**src/rtl/ssp_tx_fifo.sv**
```systemverilog
// SSP transmit FIFO: 4 x 8-bit circular buffer written from the APB side and drained by the serial transmitter.
// Optional sticky overflow flag is built only when SSP_TXFIFO_OVF_EN is defined.
module ssp_tx_fifo #(
  parameter int DEPTH = 4
) (
  input  logic       PCLK,
  input  logic       CLEAR_B,
  input  logic       PSEL,
  input  logic       PWRITE,
  input  logic [7:0] PWDATA,
  input  logic       transmit_complete,
  output logic [7:0] TxData,
  output logic       tx_ready,
  output logic       SSPTXINTR,
  output logic [2:0] tx_count,
  output logic       tx_overflow
);

  localparam logic [2:0] FULL_COUNT = 3'(DEPTH);

  logic [7:0] mem [DEPTH];
  logic [1:0] wr_ptr_reg, wr_ptr_next;
  logic [1:0] rd_ptr_reg, rd_ptr_next;
  logic [2:0] count_reg, count_next;
  logic       tc_q_reg;

  logic       full;
  logic       push;
  logic       pop;
  logic [1:0] rd_ptr_inc;

  assign full       = (count_reg == FULL_COUNT);
  assign push       = PSEL && PWRITE && !full;
  // Rising edge of transmit_complete means the transmitter has consumed the head word.
  assign pop        = !tc_q_reg && transmit_complete && (count_reg != 3'd0);
  assign rd_ptr_inc = rd_ptr_reg + 2'd1;

  always_comb begin
    wr_ptr_next = wr_ptr_reg;
    rd_ptr_next = rd_ptr_reg;
    count_next  = count_reg;
    if (push) begin
      wr_ptr_next = wr_ptr_reg + 2'd1;
    end
    if (pop) begin
      rd_ptr_next = rd_ptr_inc;
    end
    case ({push, pop})
      2'b10:   count_next = count_reg + 3'd1;
      2'b01:   count_next = count_reg - 3'd1;
      default: count_next = count_reg;
    endcase
  end

  always_ff @(posedge PCLK or negedge CLEAR_B) begin
    if (!CLEAR_B) begin
      wr_ptr_reg <= 2'd0;
      rd_ptr_reg <= 2'd0;
      count_reg  <= 3'd0;
      tc_q_reg   <= 1'b1;
    end else begin
      wr_ptr_reg <= wr_ptr_next;
      rd_ptr_reg <= rd_ptr_next;
      count_reg  <= count_next;
      tc_q_reg   <= transmit_complete;
    end
  end

  // Storage is deliberately not reset; contents are meaningless while count is zero.
  always_ff @(posedge PCLK) begin
    if (push) begin
      mem[wr_ptr_reg] <= PWDATA;
    end
  end

  // Look ahead one entry during a pop so the transmitter never restarts on the word it just sent.
  assign TxData    = pop ? mem[rd_ptr_inc] : mem[rd_ptr_reg];
  assign tx_ready  = pop ? (count_reg >= 3'd2) : (count_reg != 3'd0);
  assign SSPTXINTR = full;
  assign tx_count  = count_reg;

`ifdef SSP_TXFIFO_OVF_EN
  logic drop;
  logic ovf_reg;

  assign drop = PSEL && PWRITE && full;

  always_ff @(posedge PCLK or negedge CLEAR_B) begin
    if (!CLEAR_B) begin
      ovf_reg <= 1'b0;
    end else if (drop) begin
      ovf_reg <= 1'b1;
    end
  end

  assign tx_overflow = ovf_reg;
`else
  assign tx_overflow = 1'b0;
`endif

endmodule

```
**config.mk**
```make
export PLATFORM = sky130hd
export DESIGN_NAME = ssp_tx_fifo
export DESIGN_NICKNAME = d
export VERILOG_FILES = /design/src/rtl/ssp_tx_fifo.sv
export SDC_FILE = /design/constraint.sdc
export NUM_CORES = 1
export LEC_CHECK = 0
export CAP_MARGIN = 20
export CELL_PAD_IN_SITES_DETAIL_PLACEMENT = 1
export CELL_PAD_IN_SITES_GLOBAL_PLACEMENT = 2
export CORE_MARGIN = 5
export CORE_UTILIZATION = 35
export CTS_BUF_LIST = sky130_fd_sc_hd__clkbuf_16
export CTS_CLUSTER_DIAMETER = 40
export DETAILED_ROUTE_END_ITERATION = 7
export PLACE_DENSITY_LB_ADDON = 0.1
export SLEW_MARGIN = 30
export SYNTH_ARGS = -nofsm -noshare
export SYNTH_HDL_FRONTEND = slang
export SYNTH_SLANG_ARGS = --single-unit
```
**constraint.sdc**
```tcl
create_clock -name PCLK -period 2.66 [get_ports PCLK]
set_input_delay 0.266 -clock PCLK [delete_from_list [all_inputs] [get_ports PCLK]]
set_output_delay 0.266 -clock PCLK [all_outputs]
set_load 0.01 [all_outputs]
```
==> results.yml, run 1 <==
power:
  ir_drop_mv: 0.572
  combinationalPowerShare_pct: 44.3
  power_frac_seq_pct: 31.4
  power.density_cell_area_mw_per_mm2: 1100
  cell_internal_pwr_mw: 1.88
  leakage_nw: 0.911
  net_switching_power_mw: 0.950
  clock_power_share_pct: 24.3
  swShare_pct: 33.6
synth:
  synth_nets: 167
  synth_top_family_by_area: "compound AO/OA/AOI/OAI gates"
  number_of_flops_mapped_to_enable_cells_by_yosys: 32
  synth_compound_gate_area_share_pct: 18.4
  synthesized_area_divided_by_synthesized_cell_count_um2: 13.6
  postSynthRegisterBits: 40
  postSynthCellCount: 148
  synth.yosys.warnings: 0
  synth_cell_type_count: 35
  synth_flop_cell: "sky130_fd_sc_hd__edfxtp_1"
  sequential_fraction_of_the_synthesis_area_pct: 57.7
  synthesis.area_mm2: 0.00201
  synth-xor-area-share_pct: 2.61
  synth_mux_area_share_pct: 5.53
  simple_gate_area_share_of_the_yosys_netlist_pct: 5.47
  synth-adder-area-share_pct: 4.10
  fraction_of_synthesis_flops_using_an_asynchronous_set_or_reset_pin_pct: 20.0
final_layout:
  finish.net_count: 200
  layout_cell_share_with_drive_strength_beyond_1_pct: 25.3
  final_common_cell: "sky130_fd_sc_hd__edfxtp_1"
  area_growth_syn_to_layout_pct: 27.8
  largest_register_ffs: 32
  num_antenna_cells: 0
  layout.cells.most_common_list: "sky130_fd_sc_hd__edfxtp_1 (32), sky130_fd_sc_hd__clkdlybuf4s50_1 (25), sky130_fd_sc_hd__buf_4 (10)"
  top_register: "mem"
  fin_cells: 254
worst_setup_path:
  crit_type: "reg -> out"
  crit_path_end_kind: "output port"
  crit_path_cell_trace: "nand2b_2 > buf_4 > nor3_1 > a311o_1 > a22oi_2 > clkdlybuf4s50_1"
  crit_required_ps: 2390
  cpPeakStageDelay_ps: 550
  timing.critical_path.slowest_stage_cell: "sky130_fd_sc_hd__clkdlybuf4s50_1"
  crit_arrival_ps: 2290
  startpoint_type: "flop"
  crit_path_max_fanout: 8
drt:
  dr.pass1.iters: 4
  wl_um: 4720
  drc_errors: 0
  drt-wirelength-per-cell_um: 18.6
  drt-initial-drc-count: 39
  vias: 1353
  routed_via_density: 5.33
  drt.antenna.violating_nets: 0
timing:
  setup_viol: 0
  post-route-min-period_ps: 2560
  min_period_over_period_pct: 96.1
  maxSlewHeadroom_pct: 65.2
  hold-worst-slack_ps: 285
  drv_slew: 0
  timing.clock.skew_ps: 3.48
  final_hold_viol_count: 0
  maxClockFrequency_ghz: 0.391
  worst-slew-pin-transition_ps: 523
clocking:
  cts.clk_slew.worst_paths_ps: 60
  cts-buffers-inserted: 5
  cts_hold_buf: 0
  cts_sinks: 40
  clk-insertion-delay-late_ps: 280
  tritoncts: "yes"
  post-cts-setup-buffers: 0
  buffers_from_clock_root_to_sink_at_most: 2
  cts.root.buffer_cell: "sky130_fd_sc_hd__clkbuf_16"
  clock_tree.htree_level_count: 2
floorplan:
  core_area_mm2: 0.00554
  top_level_ports: 27
  row_count: 27
  chipHeight_um: 85.8
  initial_core_util_pct: 36.3
  chipWidth_um: 85.8
  die_area_mm2: 0.00737
run:
  max_cap_viol_count: 0
place:
  portbufs: 25
  routability_driven_placement_congestion_ratio: 0.761
  dp_hpwl_um: 3290
  place.detailed.instances: 246
grt:
  grt_pass1_wl_um: 7580
  grtUsageTotal_pct: 13.6
  grt_start_max_net_pins: 20
  overflow: 0
  initial_antenna_violation_count: 0
  number_of_global_route_vias_before_repair: 1489
hold_path:
  hp-class: "in -> async"
outcome:
  run_status: "completed"
==> power groups by stage <==
stage                     clock, mW  sequential, mW  combinational [mW]
after global routing          0.731           0.904                1.37
after floorplan                   0           0.874               0.744
final                         0.687           0.888                1.25
after CTS                     0.705           0.880                1.27
after detailed placement          0           0.894                1.26
after global placement            0           0.883                1.23
==> Yosys cell counts (2+ instances only) <==
| library cell | instances | area share, % |
|---|---|---|
| sky130_fd_sc_hd__and2_1 | 4 | 1.2 |
| sky130_fd_sc_hd__o31ai_1 | 7 | 2.6 |
| sky130_fd_sc_hd__nand2_1 | 3 | 0.56 |
| sky130_fd_sc_hd__ha_1 | 5 | 3.1 |
| sky130_fd_sc_hd__o21ai_0 | 7 | 1.7 |
| sky130_fd_sc_hd__nor2_1 | 9 | 1.7 |
| sky130_fd_sc_hd__o221ai_1 | 7 | 3.0 |
| sky130_fd_sc_hd__xnor2_1 | 4 | 1.7 |
| sky130_fd_sc_hd__clkbuf_1 | 4 | 0.75 |
| sky130_fd_sc_hd__buf_2 | 3 | 0.75 |
| sky130_fd_sc_hd__buf_6 | 4 | 2.2 |
| sky130_fd_sc_hd__mux2_2 | 9 | 5.0 |
| sky130_fd_sc_hd__xor2_1 | 2 | 0.87 |
| sky130_fd_sc_hd__o221ai_2 | 8 | 6.0 |
| sky130_fd_sc_hd__dfrtp_1 | 7 | 8.7 |
| sky130_fd_sc_hd__inv_1 | 9 | 1.7 |
| sky130_fd_sc_hd__edfxtp_1 | 32 | 48 |
| sky130_fd_sc_hd__a22oi_1 | 7 | 2.6 |
==> final timing paths <==
kind / slack, ps / endpoint / cells after the start / from
setup / recovery: 100 / TxData[6] / 6 / tc_q_reg
min in group PCLK: 450 / tc_q_reg / 1 / transmit_complete
hold / removal: 280 / rd_ptr_reg[1] / 1 / CLEAR_B
hold reg to reg: 550 / tx_count[0] / 1 / tx_count[0]
setup reg to reg: 510 / tx_count[2] / 10 / tx_count[2]
max in group asynchronous: 2050 / tc_q_reg / 1 / CLEAR_B
==> worst max-delay path: cells and delay by family, from the launching register on <==
family | cells | cell delay, ps
buffers and inverters | 2 | 740
AOI/OAI and AO/OA | 2 | 530
DFF | 1 | 510
and+or+nand+nor | 2 | 230
==> routing by layer <==
layer | share of wire, % | track usage, %
met3 | 3.6 | 3.27
met4 | 0.64 | 3.45
met2 | 53 | 25.6
met1 | 43 | 15.3
met5 | 0 | 0
==> area by class of cell <==
cell class / count / area (µm²)
Fill cell: 575 / 2970
Clock buffer: 5 / 125
Sequential cell: 40 / 1160
Tap cell: 72 / 90.1
Timing Repair Buffer: 38 / 368
Multi-Input combinational cell: 86 / 742
Inverter: 10 / 37.5
Clock inverter: 3 / 46.3
==> what timing repair did <==
item / in CTS / in global routing
resized for setup: 1 / 5
endpoints found under the setup margin: 1 / 7
pin swaps: 0 / 1
==> stage by stage <==
stage,instance area (µm²),power [mW],setup TNS [ps],util [%],worst slack (ps)
after floorplan,2010,1.62,0,-,528
after global placement,2380,2.11,0,43.0,121
after detailed placement,2380,2.15,0,43.0,55.6
after CTS,2560,2.86,0,46.1,5.45
after global routing,2570,3.01,-11.4,46.4,-11.4
final,2570,2.83,0,46.4,104
==> cell families after synthesis <==
group / after synthesis
other cells: 1
simple gates: 22
xor+xnor: 6
flops: 40
compound gates: 41
mux: 10
buf+inv: 22
fa+ha+maj: 6
No activity file was read; power rests on OpenSTA's default activity.
==> inputs of run 2 (changes only) <==
- CELL_PAD_IN_SITES_DETAIL_PLACEMENT: 1 -> unset
- CELL_PAD_IN_SITES_GLOBAL_PLACEMENT: 2 -> unset
- PLACE_DENSITY_LB_ADDON: 0.1 -> unset
==> run 2 against run 1 <==
Effect of this change:
- critical path depth up 1
- register-to-register slack worse by 40 ps
- non-clock buffer count is the same
- power is 2.3% lower
- worst setup slack worse by 14 ps
- worst hold slack got worse by 11 ps
- wire length fell by 7.9%
- sequential power is 2.4% higher
- count of clock-buffer cells in the layout unchanged
- utilization increased by 0.20 points
- cell count unchanged
- first-iteration DRC count grew to 3.5 times the previous value
- critical path type unchanged
- critical endpoint is now TxData[3]
==> results.yml, run 2 (synthesized netlist as in run 1, its figures left out) <==
timing:
  final.setup.tns_ps: 0
  drv_slew: 0
  hold-worst-slack_ps: 274
  min_period_over_period_pct: 96.6
  rsz0062_at_grt: "no"
  setup_viol: 0
  final_hold_viol_count: 0
  post-route-min-period_ps: 2570
  timing.clock.skew_ps: 1.64
  post-route-worst-setup-slack_ps: 89.6
  maxClockFrequency_ghz: 0.389
grt:
  number_of_global_route_vias_before_repair: 1442
  initial_antenna_violation_count: 0
  grt_start_max_net_pins: 20
  grtUsageTotal_pct: 12.5
  grt_pass1_wl_um: 6990
  overflow: 0
drt:
  drt.antenna.violating_nets: 0
  drt-initial-drc-count: 136
  drt-wirelength-per-cell_um: 17.1
  wl_um: 4350
  dr.pass1.iters: 4
  drc_errors: 0
  routed_via_density: 5.37
  vias: 1364
final_layout:
  multiInputGateArea_um2: 739
  fin_cells: 254
  seqCellArea_mm2: 0.00116
  final_common_cell: "sky130_fd_sc_hd__edfxtp_1"
  top_register: "mem"
  largest_register_ffs: 32
  num_antenna_cells: 0
  finish.net_count: 200
  layout.cells.most_common_list: "sky130_fd_sc_hd__edfxtp_1 (32), sky130_fd_sc_hd__clkdlybuf4s50_1 (19), sky130_fd_sc_hd__buf_4 (11)"
  layout_cell_share_with_drive_strength_beyond_1_pct: 24.7
  fillCellCount: 501
  area_growth_syn_to_layout_pct: 28.3
floorplan:
  die_area_mm2: 0.00737
  initial_core_util_pct: 36.3
  chipWidth_um: 85.8
  row_count: 27
  core_area_mm2: 0.00554
  top_level_ports: 27
  chipHeight_um: 85.8
run:
  max_cap_viol_count: 0
place:
  portbufs: 25
  dp_hpwl_um: 3130
  place.detailed.instances: 246
  dp_worst_setup_slack_ps: 66.5
  routability_driven_placement_congestion_ratio: 0.793
clocking:
  cts.root.buffer_cell: "sky130_fd_sc_hd__clkbuf_16"
  cts.clk_slew.worst_paths_ps: 50
  cts_sinks: 40
  buffers_from_clock_root_to_sink_at_most: 2
  clk-insertion-delay-late_ps: 280
  cts-buffers-inserted: 5
  clock_tree.htree_level_count: 2
  cts_hold_buf: 0
  tritoncts: "yes"
power:
  ir_drop_mv: 0.400
  power.density_cell_area_mw_per_mm2: 1070
  leakage_nw: 0.973
worst_setup_path:
  startpoint_type: "flop"
  crit_required_ps: 2390
  crit_type: "reg -> out"
  crit_path_max_fanout: 10
  crit_path_end_kind: "output port"
  crit_arrival_ps: 2300
hold_path:
  hp-class: "in -> async"
outcome:
  run_status: "completed"
-- run 2: report_power, final --
part           internal (mW)  switching, mW  total (mW)  leakage, nW
Sequential             0.797          0.113       0.909        0.381
Combinational          0.612          0.584        1.20        0.507
Clock                  0.437          0.218       0.655       0.0850
Total                   1.85          0.915        2.76        0.973
-- run 2: critical path, cell delays in order, from the launching register on --
cell and delay, ps:
sky130_fd_sc_hd__dfrtp_1 430, sky130_fd_sc_hd__nor3_4 260, sky130_fd_sc_hd__buf_12 160, sky130_fd_sc_hd__or3_1 100, sky130_fd_sc_hd__buf_4 200, sky130_fd_sc_hd__o221ai_2 110
sky130_fd_sc_hd__a22oi_1 200, sky130_fd_sc_hd__clkdlybuf4s50_1 570
-- run 2: area by class of cell --
type                            count  share of cell area, %
Inverter                           10                   1.45
Clock buffer                        5                   4.84
Timing Repair Buffer               38                   15.0
Clock inverter                      3                   1.50
Sequential cell                    40                   45.1
Multi-Input combinational cell     86                   28.6
Tap cell                           72                   3.49
-- run 2: routing by layer --
layer / global-route usage [%] / part of all wire, %
met5: 0 / 0
met2: 23.7 / 56
met1: 13.3 / 38
met3: 2.79 / 5.2
met4: 5.32 / 1.4
-- run 2: per-stage QoR --
step | utilization (%) | cell area, µm² | power [mW]
6_report | 46.6 | 2580 | 2.76
5_1_grt | 46.6 | 2580 | 2.93
4_1_cts | 46.3 | 2560 | 2.81
3_5_place_dp | 43.2 | 2390 | 2.13
3_3_place_gp | 43.2 | 2390 | 2.08
2_1_floorplan | - | 2010 | 1.62
-- run 2: repair_timing --
item | CTS | global route
gates resized for setup | 1 | 9
endpoints found under the setup margin | 6 | 7
setup buffers | 0 | 0
-- run 2: worst paths after layout --
| kind | startpoint | end | slack [ps] | depth (start not counted) |
|---|---|---|---|---|
| worst min register to register | tx_count[0] | tx_count[0] | 560 | 1 |
| min in group PCLK | transmit_complete | tc_q_reg | 430 | 1 |
| worst max register to register | tx_count[2] | tx_count[2] | 470 | 10 |
| max in group asynchronous | CLEAR_B | tc_q_reg | 2080 | 1 |
| worst max-delay path | tx_count[1] | TxData[3] | 90 | 7 |
| worst min-delay path | CLEAR_B | tx_count[1] | 270 | 1 |
==> inputs of run 3 (changes only) <==
- GPL_ROUTABILITY_DRIVEN: unset -> 0
==> results of run 3 <==
Final layout, timing and power as in run 2 (identical DEF).
